$ cat src/rtl/mem_dma_pkg.sv
// rtl/mem_dma_pkg.sv - shared types and default widths for the block-copy engine
package mem_dma_pkg;

   localparam int DEF_AW = 8;
   localparam int DEF_DW = 8;

   typedef enum logic [1:0] {
      IDLE  = 2'd0,
      READ  = 2'd1,
      WRITE = 2'd2,
      DONE  = 2'd3
   } dma_state_t;

endpackage

$ cat src/rtl/mem_dma.sv
// rtl/mem_dma.sv - byte-at-a-time block copy engine owning the data memory port
module mem_dma
   import mem_dma_pkg::*;
#(
   parameter int AW = DEF_AW,
   parameter int DW = DEF_DW
) (
   input  logic          CLK,
   input  logic          Reset,
   input  logic          Start,
   input  logic [AW-1:0] SrcAddr,
   input  logic [AW-1:0] DstAddr,
   input  logic [AW-1:0] Len,
   output logic          Busy,
   output logic          Done,
   input  logic [AW-1:0] CoreAddr,
   input  logic          CoreWrEn,
   input  logic [DW-1:0] CoreDataIn,
   output logic          CoreStall,
   output logic [AW-1:0] MemAddr,
   output logic          MemWrEn,
   output logic [DW-1:0] MemDataIn,
   input  logic [DW-1:0] MemDataOut
);

   localparam logic [AW-1:0] ONE = AW'(1);

   dma_state_t    state_q;
   logic [AW-1:0] src_q;
   logic [AW-1:0] dst_q;
   logic [AW-1:0] rem_q;
   logic [DW-1:0] buf_q;
   logic          busy_q;
   logic          done_q;

   // Copy sequencer: alternates READ/WRITE per byte, with Busy/Done registered alongside the state
   always_ff @(posedge CLK) begin
      if (Reset) begin
         state_q <= IDLE;
         src_q   <= '0;
         dst_q   <= '0;
         rem_q   <= '0;
         buf_q   <= '0;
         busy_q  <= 1'b0;
         done_q  <= 1'b0;
      end else begin
         case (state_q)
            IDLE: begin
               if (Start) begin
                  src_q <= SrcAddr;
                  dst_q <= DstAddr;
                  rem_q <= Len;
                  if (Len == '0) begin
                     state_q <= DONE;
                     done_q  <= 1'b1;
                  end else begin
                     state_q <= READ;
                     busy_q  <= 1'b1;
                  end
               end
            end
            READ: begin
               buf_q   <= MemDataOut;
               src_q   <= src_q + ONE;
               state_q <= WRITE;
            end
            WRITE: begin
               dst_q <= dst_q + ONE;
               rem_q <= rem_q - ONE;
               if (rem_q == ONE) begin
                  state_q <= DONE;
                  busy_q  <= 1'b0;
                  done_q  <= 1'b1;
               end else begin
                  state_q <= READ;
               end
            end
            DONE: begin
               done_q  <= 1'b0;
               state_q <= IDLE;
            end
            default: begin
               state_q <= IDLE;
               busy_q  <= 1'b0;
               done_q  <= 1'b0;
            end
         endcase
      end
   end

   // Memory port mux: core passthrough unless copying; reset blocks any write landing this cycle
   always_comb begin
      MemAddr   = CoreAddr;
      MemWrEn   = CoreWrEn;
      MemDataIn = CoreDataIn;
      case (state_q)
         READ: begin
            MemAddr = src_q;
            MemWrEn = 1'b0;
         end
         WRITE: begin
            MemAddr   = dst_q;
            MemDataIn = buf_q;
            MemWrEn   = 1'b1;
         end
         default: ;
      endcase
      if (Reset) begin
         MemWrEn = 1'b0;
      end
   end

   assign Busy      = busy_q;
   assign Done      = done_q;
   assign CoreStall = busy_q;

endmodule

$ cat config.mk
export PLATFORM = sky130hd
export DESIGN_NAME = mem_dma
export DESIGN_NICKNAME = d
export VERILOG_FILES = /design/src/rtl/mem_dma_pkg.sv /design/src/rtl/mem_dma.sv
export SDC_FILE = /design/constraint.sdc
export NUM_CORES = 1
export LEC_CHECK = 0
export CAP_MARGIN = 20
export CORE_MARGIN = 4
export CORE_UTILIZATION = 51
export DETAILED_ROUTE_END_ITERATION = 12
export MAX_ROUTING_LAYER = met4
export PLACE_DENSITY = 0.86
export SETUP_SLACK_MARGIN = 0.3
export SLEW_MARGIN = 20
export SYNTH_ARGS = -nofsm -noshare
export SYNTH_HDL_FRONTEND = slang
export SYNTH_SLANG_ARGS = --single-unit
$ cat constraint.sdc
create_clock -name CLK -period 2.8 [get_ports CLK]
set_input_delay 0.42 -clock CLK [delete_from_list [all_inputs] [get_ports CLK]]
set_output_delay 0.42 -clock CLK [all_outputs]
set_load 0.05 [all_outputs]
==> results.toml <==
[cts]
cts_tree = "yes"
clock_latency_ps = 290
h-tree-depth = 2
cts-hold-fix-buffers = 0
cts_buffers = 5
clock_sinks = 36
path_clk_slew_ps = 70
clockBufferDepth = 2
clock-root-buffer = "clkbuf_8"

[setup_path]
worstPathRequired_ps = 2380
cp_top_family = "buffers and inverters"
worstSetupEndpointType = "output port"
max_stage_delay_ps = 360
cp_common_cell = "a21oi_1"
worst-path-max-fanout = 16
rr_startpoint = "state_q[0]$_SDFFE_PP0N_"
reg2reg_to = "dst_q[6]$_SDFFE_PP0P_"
cp.arrival_ps = 1880
worstPathCellList = "inv_1, ha_2, buf_4, a21oi_1, a21oi_1, buf_12"
setup.worst_path.class = "reg2out"
ff2ff_path_depth = 6
cp_slowest_cell = "dfxtp_1"
ff2ff_setup_slack_ps = 690
worst-path-stages = 6
start_kind = "flop"
crit_end = "MemAddr[7]"
cp-startpoint = "state_q[1]$_SDFFE_PP0N_"
crit_buf_inv = 3

[sta]
period_share_pct = 82.2
slew_headroom_pct = 45.0
hold_viol_final = 0
rsz0062_at_grt = "false"
drv_slew = 0
final-setup-viol-count = 0
fmax_mhz = 434
finalClockSkew_ps = 6.62
min_period_ps = 2300
worstMarginPinSlew_ps = 809
tns_ps = 0

[synth]
ys_ff_latch = 36
synth_area_per_cell_um2 = 8.07
syn_inst = 289
yosysUniqueCellTypes = 48
async_reset_ff_share_pct = 0
synth_nets = 349
synth-edff-count = 0
ys_warn_count = 0
yosysSeqAreaShare_pct = 30.9
synthFlopType = "dfxtp_1"
syn_area_um2 = 2330

[global_routing]
grt_usage_pct = 23.2
first_global_vias = 2254
grt_max_degree = 37
overflow = 0
grt_first_pass_wirelength_um = 10000
grt_antenna_before_repair = 0

[outcome]
outcome = "finished clean"

[floorplan]
die_h_um = 75.6
core_um2 = 4380
initial_core_util_pct = 53.2
die-area_um2 = 5720
die_w_um = 75.6
ioPinCount = 72
rows = 24

[flow_run]
cap_violations = 0

[route]
drcViolationCount = 0
firstDrtPassIters = 5
vias_per_cell = 6.07
postRouteAntennaNets = 0
drt_iter0_markers = 280
vias = 2453
drt-total-wl_um = 6320
routedWlPerCell_um = 15.6

[final_layout]
layout-drive-gt1-share_pct = 14.2
layout.cells.non_filler = 404
final.fill_count = 335
diodes = 0
syn2layout_area_growth_pct = 38.3
nNetsFinal = 412

[min_path]
hp-start = "src_q[7]$_SDFFE_PP0P_"
hp-class = "reg2reg"

[placed_design]
dp_hpwl_um = 4550
gp_congestion = 0.800
io_buffers = 71
dp.cells = 397

[pwr]
peakVddDrop_mv = 0.718
power.density_nw_per_um2 = 1290
p_leak_nw = 1.17
registers in the layout, indices dropped and copies added, names as in the netlist:
signal   cells
buf_q        8
dst_q        8
rem_q        8
src_q        8
state_q      2
Busy         1
Done         1
repair_timing:
item / 4_1_cts / 5_1_grt
setup endpoints to repair: 0 / 8
resized for setup: 0 / 3
buffers inserted: 0 / 0
layer usage:
metal	global-route usage [%]	share of wire, %
met1	27.5	40
met2	38.7	49
met3	5.28	9.0
met4	7.57	1.5
met5	-	0
through the flow:
stage          setup slack, ps  hold slack, ps  utilization (%)  instance area, um2  power (mW)
2_1_floorplan              324             449                -                2330        2.76
3_3_place_gp               679             465             71.0                3110        3.67
4_1_cts                    398             479             73.2                3210        4.13
5_1_grt                    380             516             73.6                3230        4.44
3_5_place_dp               614             466             71.0                3110        3.72
6_report                   498             487             73.6                3230        4.17
placed cells by master, fill, tap and decap left out, types with 3 or more instances in the layout:
master | netlist | layout
nor4_1 | 4 | 4
nor2_1 | 32 | 32
nand3_1 | 7 | 7
nand2b_1 | 3 | 3
clkdlybuf4s50_1 | 0 | 54
o22ai_1 | 3 | 3
buf_4 | 5 | 13
o21ai_0 | 14 | 14
o21ai_1 | 6 | 6
mux2_2 | 8 | 8
a31oi_1 | 3 | 3
clkbuf_8 | 0 | 7
nor3b_1 | 3 | 3
nand2_1 | 16 | 16
a21oi_1 | 39 | 39
buf_12 | 0 | 9
inv_1 | 9 | 9
o32ai_1 | 3 | 3
nor4_4 | 3 | 3
nor2b_1 | 7 | 7
a211oi_1 | 7 | 7
a22oi_1 | 7 | 7
nor3_1 | 6 | 6
mux2i_1 | 13 | 13
ha_1 | 8 | 5
dfxtp_1 | 36 | 36
o2bb2ai_1 | 3 | 3
and3_1 | 3 | 3
a221oi_1 | 4 | 4
cell families after synthesis:
logic type | share of synthesized area, %
fa+ha+maj | 4.29
buf+inv | 6.22
compound gates | 26.5
simple gates | 22.1
mux | 10.0
flops | 30.9
layout make-up:
class                   count  area [um2]  share of cell area [%]
clock buffers               7        96.3                    2.99
inverters                  11        41.3                    1.28
multi-input cells         222        1480                    46.0
flip-flops and latches     36         721                    22.3
well taps                  52        65.1                    2.02
repair buffers             76         818                    25.4
power breakdown:
group	total [mW]	internal [mW]	switching, mW
Sequential	0.911	0.693	0.218
Combinational	2.85	1.20	1.65
Clock	0.407	0.219	0.188
worst register-to-register path, stage by stage (launching register included):
cell      delay (ps)
dfxtp_1          340
inv_1            130
ha_2             380
mux2i_2          750
a21oi_1          140
a21oi_1          180
a211oi_1          70
how the worst min path moves through the flow:
| stage | end | slack (ps) | depth (start not counted) |
|---|---|---|---|
| floorplan | src_q[7]$_SDFFE_PP0P_ | 450 | 1 |
| global placement | src_q[7]$_SDFFE_PP0P_ | 460 | 1 |
| detailed placement | src_q[7]$_SDFFE_PP0P_ | 470 | 1 |
| CTS | src_q[7]$_SDFFE_PP0P_ | 480 | 1 |
| global route | buf_q[6]$_SDFFE_PP0P_ | 520 | 2 |
| finish | src_q[7]$_SDFFE_PP0P_ | 490 | 1 |
synthesized netlist by cell type, types with 3 or more instances:
library cell	count	area, um2
and3_1	3	18.8
inv_1	9	33.8
dfxtp_1	36	721
o21ai_1	6	30.0
nor4_4	3	63.8
o32ai_1	3	26.3
a211oi_1	7	52.6
o2bb2ai_1	3	26.3
nor3b_1	3	22.5
nor3_1	6	30.0
buf_2	8	40.0
a31oi_1	3	18.8
a21oi_1	39	195
mux2_2	8	90.1
nor4_1	4	25.0
nor2b_1	7	43.8
nand3_1	7	35.0
o22ai_1	3	18.8
ha_1	8	100
o21ai_0	14	70.1
nor2_1	32	120
clkbuf_1	6	22.5
nand2_1	16	60.1
nand2b_1	3	18.8
mux2i_1	13	130
buf_4	5	37.5
a221oi_1	4	35.0
a22oi_1	7	52.6
Note: power is estimated with default switching activity, not from simulation.
